==> config.mk <==
export PLATFORM = sky130hd
export DESIGN_NAME = fdd_sector_server
export DESIGN_NICKNAME = d
export VERILOG_FILES = /design/src/rtl/fdd_sector_server.sv
export SDC_FILE = /design/constraint.sdc
export NUM_CORES = 1
export LEC_CHECK = 0
export ABC_AREA = 1
export BUFFER_PORTS_ARGS = -buffer_cell sky130_fd_sc_hd__buf_2
export CAP_MARGIN = 0
export CORE_MARGIN = 10
export CORE_UTILIZATION = 54
export CTS_BUF_LIST = sky130_fd_sc_hd__clkbuf_2 sky130_fd_sc_hd__clkbuf_4 sky130_fd_sc_hd__clkbuf_8
export CTS_CLUSTER_SIZE = 40
export DETAILED_ROUTE_END_ITERATION = 6
export MAX_ROUTING_LAYER = met4
export PLACE_DENSITY = 0.92
export SLEW_MARGIN = 20
export SYNTH_ARGS = -nofsm -noshare
export SYNTH_HDL_FRONTEND = slang
export SYNTH_SLANG_ARGS = --single-unit
==> constraint.sdc <==
create_clock -name clk -period 4.2 [get_ports clk]
set_input_delay 0.42 -clock clk [delete_from_list [all_inputs] [get_ports clk]]
set_output_delay 0.42 -clock clk [all_outputs]
set_load 0.01 [all_outputs]
==> src/rtl/fdd_sector_server.sv <==
// Disk-side sector responder: decodes read/write requests from the FDC, validates
// C/H/R against the image geometry and streams one 512-byte sector to/from image memory.
module fdd_sector_server #(
    parameter int unsigned TRACKS = 40,
    parameter int unsigned SIDES  = 1,
    parameter int unsigned SPT    = 9,
    parameter logic [23:0] BASE_A = 24'h000000,
    parameter logic [23:0] BASE_B = 24'h080000
) (
    input  logic        clk,
    input  logic        rst_n,
    input  logic [31:0] disk_sr,
    output logic [31:0] disk_cr,
    input  logic [1:0]  img_present,
    input  logic [7:0]  img_first_id,
    input  logic [1:0]  disk_wp,
    output logic [7:0]  disk_data_in,
    output logic        disk_data_clkin,
    input  logic [7:0]  disk_data_out,
    output logic        disk_data_clkout,
    output logic [23:0] mem_addr,
    output logic        mem_rd,
    output logic        mem_wr,
    output logic [7:0]  mem_wdata,
    input  logic [7:0]  mem_rdata,
    input  logic        mem_ack
);

    typedef enum logic [2:0] {
        S_IDLE,
        S_CHECK,
        S_RD_REQ,
        S_RD_PUSH,
        S_WR_PULL,
        S_WR_REQ,
        S_DONE
    } state_t;

    state_t      state_q;
    logic        drive_b_q;
    logic        write_q;
    logic        head_q;
    logic [6:0]  cyl_q;
    logic [7:0]  id_q;
    logic [8:0]  cnt_q;
    logic [23:0] addr_q;
    logic [7:0]  data_in_q;
    logic        clkin_q;
    logic        clkout_q;
    logic        mem_rd_q;
    logic        mem_wr_q;
    logic [23:0] mem_addr_q;
    logic [7:0]  mem_wdata_q;
    logic        done_q;
    logic        nf_q;

    logic        req_any;
    logic [7:0]  rel_id;
    logic        nf_d;
    logic [23:0] addr_d;
    logic [31:0] sect;
    logic [31:0] off;
    logic        unused_bits;

    assign req_any = disk_sr[21] | disk_sr[20] | disk_sr[18] | disk_sr[17];
    assign rel_id  = id_q - img_first_id;

    always_comb begin
        nf_d = 1'b0;
        if (!(drive_b_q ? img_present[1] : img_present[0]))
            nf_d = 1'b1;
        if (32'(cyl_q) >= TRACKS)
            nf_d = 1'b1;
        if (head_q && (SIDES == 1))
            nf_d = 1'b1;
        if (id_q < img_first_id)
            nf_d = 1'b1;
        if (32'(rel_id) >= SPT)
            nf_d = 1'b1;
        if (write_q && (drive_b_q ? disk_wp[1] : disk_wp[0]))
            nf_d = 1'b1;
    end

    // Linear sector index within the image, scaled to bytes and wrapped to 24 bits.
    always_comb begin
        sect   = (32'(cyl_q) * SIDES + 32'(head_q)) * SPT + 32'(rel_id);
        off    = sect << 9;
        addr_d = (drive_b_q ? BASE_B : BASE_A) + off[23:0];
    end

    assign unused_bits = ^{disk_sr[31:22], disk_sr[19], off[31:24]};

    always_ff @(posedge clk) begin
        if (!rst_n) begin
            state_q     <= S_IDLE;
            drive_b_q   <= 1'b0;
            write_q     <= 1'b0;
            head_q      <= 1'b0;
            cyl_q       <= '0;
            id_q        <= '0;
            cnt_q       <= '0;
            addr_q      <= '0;
            data_in_q   <= '0;
            clkin_q     <= 1'b0;
            clkout_q    <= 1'b0;
            mem_rd_q    <= 1'b0;
            mem_wr_q    <= 1'b0;
            mem_addr_q  <= '0;
            mem_wdata_q <= '0;
            done_q      <= 1'b0;
            nf_q        <= 1'b0;
        end else begin
            clkin_q  <= 1'b0;
            clkout_q <= 1'b0;
            case (state_q)
                S_IDLE: begin
                    if (req_any && !done_q) begin
                        state_q <= S_CHECK;
                        nf_q    <= 1'b0;
                        cnt_q   <= '0;
                        head_q  <= disk_sr[15];
                        cyl_q   <= disk_sr[14:8];
                        id_q    <= disk_sr[7:0];
                        if (disk_sr[21]) begin
                            drive_b_q <= 1'b1;
                            write_q   <= 1'b1;
                        end else if (disk_sr[20]) begin
                            drive_b_q <= 1'b0;
                            write_q   <= 1'b1;
                        end else if (disk_sr[18]) begin
                            drive_b_q <= 1'b1;
                            write_q   <= 1'b0;
                        end else begin
                            drive_b_q <= 1'b0;
                            write_q   <= 1'b0;
                        end
                    end
                end
                S_CHECK: begin
                    if (nf_d) begin
                        nf_q    <= 1'b1;
                        done_q  <= 1'b1;
                        state_q <= S_DONE;
                    end else begin
                        addr_q <= addr_d;
                        if (write_q) begin
                            clkout_q <= 1'b1;
                            state_q  <= S_WR_PULL;
                        end else begin
                            state_q <= S_RD_REQ;
                        end
                    end
                end
                // Request strobes rise one cycle after state entry and fall right after ack.
                S_RD_REQ: begin
                    if (!mem_rd_q) begin
                        mem_rd_q   <= 1'b1;
                        mem_addr_q <= addr_q + {15'b0, cnt_q};
                    end else if (mem_ack) begin
                        mem_rd_q  <= 1'b0;
                        data_in_q <= mem_rdata;
                        clkin_q   <= 1'b1;
                        state_q   <= S_RD_PUSH;
                    end
                end
                S_RD_PUSH: begin
                    if (cnt_q == 9'h1FF) begin
                        done_q  <= 1'b1;
                        state_q <= S_DONE;
                    end else begin
                        cnt_q   <= cnt_q + 9'd1;
                        state_q <= S_RD_REQ;
                    end
                end
                S_WR_PULL: begin
                    mem_wdata_q <= disk_data_out;
                    state_q     <= S_WR_REQ;
                end
                S_WR_REQ: begin
                    if (!mem_wr_q) begin
                        mem_wr_q   <= 1'b1;
                        mem_addr_q <= addr_q + {15'b0, cnt_q};
                    end else if (mem_ack) begin
                        mem_wr_q <= 1'b0;
                        if (cnt_q == 9'h1FF) begin
                            done_q  <= 1'b1;
                            state_q <= S_DONE;
                        end else begin
                            cnt_q    <= cnt_q + 9'd1;
                            clkout_q <= 1'b1;
                            state_q  <= S_WR_PULL;
                        end
                    end
                end
                S_DONE: begin
                    if (disk_sr[16] && !req_any) begin
                        done_q  <= 1'b0;
                        state_q <= S_IDLE;
                    end
                end
                default: state_q <= S_IDLE;
            endcase
        end
    end

    assign disk_cr          = {((|img_present) ? img_first_id : 8'h00), 19'b0, done_q, nf_q, 3'b0};
    assign disk_data_in     = data_in_q;
    assign disk_data_clkin  = clkin_q;
    assign disk_data_clkout = clkout_q;
    assign mem_addr         = mem_addr_q;
    assign mem_rd           = mem_rd_q;
    assign mem_wr           = mem_wr_q;
    assign mem_wdata        = mem_wdata_q;

endmodule

== After elaboration in Yosys (flattened, before gate mapping) ==
Index checks and enable logic that the tools add are counted.

* Logic and storage cells: 119
* Bits of input ports: 63
* Flip-flop bits (word level): 100

* Equal/unequal tests: 16
* Reductions and logical operators: 20
* Muxes and demuxes: 52
* Add/subtract/negate cells: 6
* Order comparisons: 3
* Bitwise gates (word level): 4
* Multiply operators: 1

{| class="wikitable"
|+ Operator list
! cell !! count
|-
| two-way mux 24 bit || 2
|-
| case mux 24 bit (2 select lines) || 1
|-
| two-way mux 9 bit || 4
|-
| two-way mux 1 bit || 28
|-
| two-way mux 3 bit || 9
|-
| case mux 9 bit (3 select lines) || 1
|-
| adder 24 x 9 -> 24 bit || 1
|-
| adder 20 x 22 -> 23 bit || 1
|-
| case mux 3 bit (7 select lines) || 1
|-
| two-way mux 20 bit || 1
|-
| inequality test 2 bit (second input constant) || 9
|-
| adder 12 x 8 -> 13 bit || 1
|-
| multiplier 8 x 4 -> 12 bit (second input constant) || 1
|-
| AND reduction 3 bit || 4
|-
| adder 9 x 1 -> 9 bit (second input constant) || 1
|-
| == test 3 bit (second input constant) || 3
|-
| == test 9 bit (second input constant) || 1
|-
| adder 7 x 1 -> 8 bit || 1
|-
| >= comparator 8 x 4 -> 1 bit (second input constant) || 1
|-
| < comparator 8 bit || 1
|-
| two-way mux 8 bit || 1
|-
| subtractor 8 bit || 1
|-
| >= comparator 7 x 6 -> 1 bit (second input constant) || 1
|-
| == test 3 x 2 -> 1 bit (second input constant) || 2
|-
| other kinds (17) || 25
|}

== Depth between registers and ports, before layout ==
* Depth after elaboration: 9
* Mapped depth: 25
* Mapped depth without buffers: 25

== Least setup slack after synthesis ==
OpenSTA, ideal clock, no wires.

* Kind: input-to-reg
* From: input img_first_id[0]
* To: register addr_q[20]
* Slack: 549 ps
* Arrival time: 3538 ps
* Data required time: 4087 ps
* Stages: 21
* Path through: ha_1 -> inv_1 -> fa_1 -> nand2_2 -> nand2_2 -> nand3b_1 -> nand3_1 -> nand2_1 -> inv_1 -> fa_1 -> inv_1 -> ha_1 -> inv_1 -> nor4_1 -> nand3_1 -> nand4_1 -> xnor2_1 -> ha_1 -> ha_1 -> o21ai_1 -> nor2_1

* Elaborated cells on any way between the ends: 10

{| class="wikitable"
|+ RTL lines
! element !! RTL line !! RTL
|-
| start, declared || 15 || <nowiki>input logic [7:0] img_first_id,</nowiki>
|-
| subtractor 8 bit || 66 || <nowiki>assign rel_id = id_q - img_first_id;</nowiki>
|-
| adder 12 x 8 -> 13 bit || 86 || <nowiki>sect = (32'(cyl_q) * SIDES + 32'(head_q)) * SPT + 32'(rel_id);</nowiki>
|-
| adder 20 x 22 -> 23 bit || 88 || <nowiki>addr_d = (drive_b_q ? BASE_B : BASE_A) + off[23:0];</nowiki>
|-
| via addr_d[20] || 60 || <nowiki>logic [23:0] addr_d;</nowiki>
|-
| end signal, assigned || 145 || <nowiki>addr_q <= addr_d;</nowiki>
|-
| end, declared || 46 || <nowiki>logic [23:0] addr_q;</nowiki>
|}

The timed path passes the listed nets, and every way through them passes these cells.
A chain may end at the register's enable or synchronous reset.

== Final worst setup path ==
* From: register id_q[0]
* To: register addr_q[20]

* Elaborated cells on any way between the ends: 10

{| class="wikitable"
|+ RTL lines
! element !! RTL line !! RTL
|-
| start, declared || 44 || <nowiki>logic [7:0] id_q;</nowiki>
|-
| start signal, assigned || 123 || <nowiki>id_q <= disk_sr[7:0];</nowiki>
|-
| subtractor 8 bit || 66 ||
|-
| adder 12 x 8 -> 13 bit || 86 ||
|-
| adder 20 x 22 -> 23 bit || 88 ||
|-
| via addr_d[20] || 60 ||
|}

The timed path passes the listed nets, and every way through them passes these cells.

==> summary.txt <==
Status
  – Outcome: complete, no violations

Placement
  – Detailed placement HPWL: 9510 um
  – Routability-driven placement congestion ratio: 0.946
  – Pre-CTS setup slack: around 0.2 ns
  – Placed Cells: 876
  – IO buf count: 103

Global route
  – Global-route wire length before repair: 20500 um
  – Vias in the first global route: between 4000 and 5000
  – GRT Resource Usage Total: between 10% and 20%
  – Initial antenna violation count: 0
  – Largest net degree at the start of global routing: 75
  – Total grt overflow: 0

Floorplanning
  – Initial Util: 55.8%
  – Die area: roughly 0.013 mm^2
  – Row cnt: 34
  – Number of I/O pins: 139
  – Die H: ~120 um
  – Width of the die: 115 um
  – CORE AREA: 0.00881 mm^2

Power and ir drop
  – Tot Pwr: between 4 and 5 mW
  – VDD IR max: 0.000374 V
  – Pleak: 2.93 nW
  – Pwr dens: 754 mW/mm^2

Route
  – Routed len/inst: 13.7 um
  – Post-route ant nets: 0
  – DRC Markers: 0
  – Vias per inst: around 5.1
  – DRT Pass-1 Iters: 5
  – Final WL: 12200 um
  – Via count: 4576
  – Drt initial violations: about 270

Setup path
  – Crit end category: flop
  – WS Path Type: flop to flop
  – Worst Path Required: 4.46 ns
  – Slowest cell on the critical path: fa_1
  – Startpoint types: flop
  – R2r endpoint: addr_q[20]
  – Critical R2R Launch: id_q[0]
  – Critical Path AT: 4.19 ns
  – CP Cell Sequence: inv_1 > ha_1 > inv_1 > fa_1 > nand2_2 > nand2_2 > nand3b_1 > nand3_1 > nand2_1 > inv_1 > fa_1 > inv_1 > ha_4 > inv_1 > o21ai_0 > nor2_1 > o21ai_0 > a31oi_1 > nor2_1 > nor2_1 > nor2_1 > ha_1 > o21ai_1 > nor2_1
  – Worst Path Buf+Inv: 5
  – Reg2Reg Setup Slack: 0.26 ns
  – CP top delay family: adder cells
  – Worst Reg-to-Reg Cells: 24
  – Critical path's largest stage delay: 0.48 ns
  – Max FO, Critical Path: 5

Clocking
  – Root Driver: clkbuf_8
  – CTS Hold Bufs: 0
  – H-tree levels: 3
  – Worst skew pair latency: approximately 0.37 ns
  – Num CTS Buffers: 9
  – Clock slew at reported path FFs: 0.10 ns
  – Clk buf depth: 2
  – CTS tree: done
  – CTS Sinks: 87

STA
  – Rel. slew slack: 58.6%
  – Final Hold Viols: 0
  – Max-slew violations: 0
  – Setup WS post-layout: 0.262 ns
  – Crit path time final: 3.94 ns
  – Worst-Margin Slew: 0.621 ns
  – Final Setup Violations: 0
  – Final period util: 93.8%
  – Hold slack: 0.227 ns
  – Max Clock Skew: 0.0169 ns
  – Fmax: 254 MHz

Final layout
  – Area of the multi-input gates: 0.00269 mm^2
  – Synthesis-to-finish area growth: 14.8%
  – Antenna Diode Count: 0
  – Util after Layout: 64.1%
  – Nets: about 900
  – FF/Latch Area: 0.00174 mm^2
  – Ratio of cells with drive above 1 in the final layout: slightly below 20%
  – Filler cells: 770
  – Non-Filler Instances: approximately 890

Logic synthesis
  – Cell with the most instances after synthesis: nor2_1
  – Syn. warnings: 0
  – Cell taking the most area after synthesis: dfxtp_1
  – Post-synth top flop: dfxtp_1
  – Register area share after synthesis: 35.5%
  – Synth area leaders: dfxtp_1, nor2_1, ha_1, nand2_1, inv_1
  – Mapped cell area: 0.00491 mm^2
  – Ys async rst share: 0%
  – Post-synth EDFFs: 0
  – Synth top cells by count: nor2_1, nand2_1, dfxtp_1, inv_1, o21ai_0
  – Count of cell types in the netlist: 45
  – Syn Inst Count: 683
  – Syn_area_per_cell: 7.19 um^2
  – Synth top area share: 35.5%
  – Synth Register Bits: between 80 and 90

Worst hold path
  – Endpoint, Worst Hold: disk_data_in[6]
  – Worst hold path type: input pin to flop
  – Hold_sp: mem_rdata[6]
  – Hold Path Stages: 3

Run
  – Max_cap viols: 0
## power breakdown
group / switching, mW / internal (mW) / leakage [nW]
registers: 0.147 / 1.03 / 0.710
clock network: 0.321 / 0.362 / 0.120
logic: 1.52 / 0.874 / 2.10
total: 1.99 / 2.27 / 2.93
## state kept, by name (all words and copies together), names as in the netlist, 3 cells and up
name / flops
cyl_q: 7
id_q: 8
disk_data_in: 8
state_q: 3
mem_addr: 22
addr_q: 13
cnt_q: 9
mem_wdata: 8
## cells in the final DEF, fill, tap and decap left out, types with 4 or more instances in the layout
cell type and n:
a21oi_1 32, a31oi_1 4, buf_2 103, clkbuf_8 10, conb_1 24, dfxtp_1 87
fa_1 6, ha_1 29, inv_1 75, inv_2 6, nand2_1 94, nand2_2 8
nand3_1 33, nor2_1 140, nor3_1 4, o21ai_0 50, o21ai_1 17, xnor2_1 4
xor2_1 13
## layer usage
metal / wire (um) / GRT usage (%)
met1: 5080 / 21.2
met2: 6030 / 32.8
met3: 928 / 6.25
met4: 175 / 5.15
met5: 0 / -
## stage by stage
step	instance area, um^2	TNS [ns]
final	5640	0
after global routing	5640	-0.0468
after CTS	5620	0
after detailed placement	5380	0
after global placement	5380	0
after floorplan	5000	0
## worst max path at each step
| stage | from | end | slack [ns] | depth (start not counted) |
|---|---|---|---|---|
| after global routing | id_q[0] | addr_q[20] | -0.05 | 25 |
| final | id_q[0] | addr_q[20] | 0.26 | 24 |
| after global placement | img_first_id[0] | addr_q[20] | 0.26 | 24 |
| after CTS | id_q[0] | addr_q[20] | 0.27 | 22 |
| after detailed placement | img_first_id[0] | addr_q[20] | 0.20 | 22 |
| after floorplan | img_first_id[0] | addr_q[20] | 0.55 | 21 |
## layout make-up
cell class | count | share of cell area [%]
clock inverters | 6 | 1.73
inverters | 83 | 5.55
repair buffers | 105 | 9.41
clock buffers | 10 | 2.44
flip-flops and latches | 87 | 30.9
well taps | 108 | 2.40
multi-input cells | 493 | 47.6
## kinds of logic (layout without fill, tap and decap cells)
| logic type | count (synthesis) | count (layout) | synth area share [%] |
|---|---|---|---|
| flip-flops | 87 | 87 | 35.5 |
| other | 1 | 24 | 0.0763 |
| XOR/XNOR | 17 | 17 | 3.03 |
| AND/OR/NAND/NOR | 299 | 299 | 26.2 |
| buffers and inverters | 126 | 204 | 12.1 |
| AO/OA/AOI/OAI | 116 | 116 | 12.8 |
| adder cells (fa/ha/maj) | 37 | 37 | 10.3 |
## repair_timing
item | in CTS | in global routing
endpoints found under the setup margin | 0 | 1
buffers inserted | 0 | 0
gates resized for setup | 0 | 3
hold endpoints to repair | 0 | 0
## worst register-to-register path, cell delays in order, from the launching register on
cell and delay (ns):
dfxtp_1 0.31, inv_1 0.10, ha_1 0.15, inv_1 0.07, fa_1 0.42, nand2_2 0.10
nand2_2 0.07, nand3b_1 0.10, nand3_1 0.07, nand2_1 0.13, inv_1 0.08, fa_1 0.48
inv_1 0.06, ha_4 0.26, inv_1 0.09, o21ai_0 0.10, nor2_1 0.12, o21ai_0 0.15
a31oi_1 0.28, nor2_1 0.07, nor2_1 0.08, nor2_1 0.05, ha_1 0.29, o21ai_1 0.13
nor2_1 0.05
No activity file was read; power rests on OpenSTA's default activity.
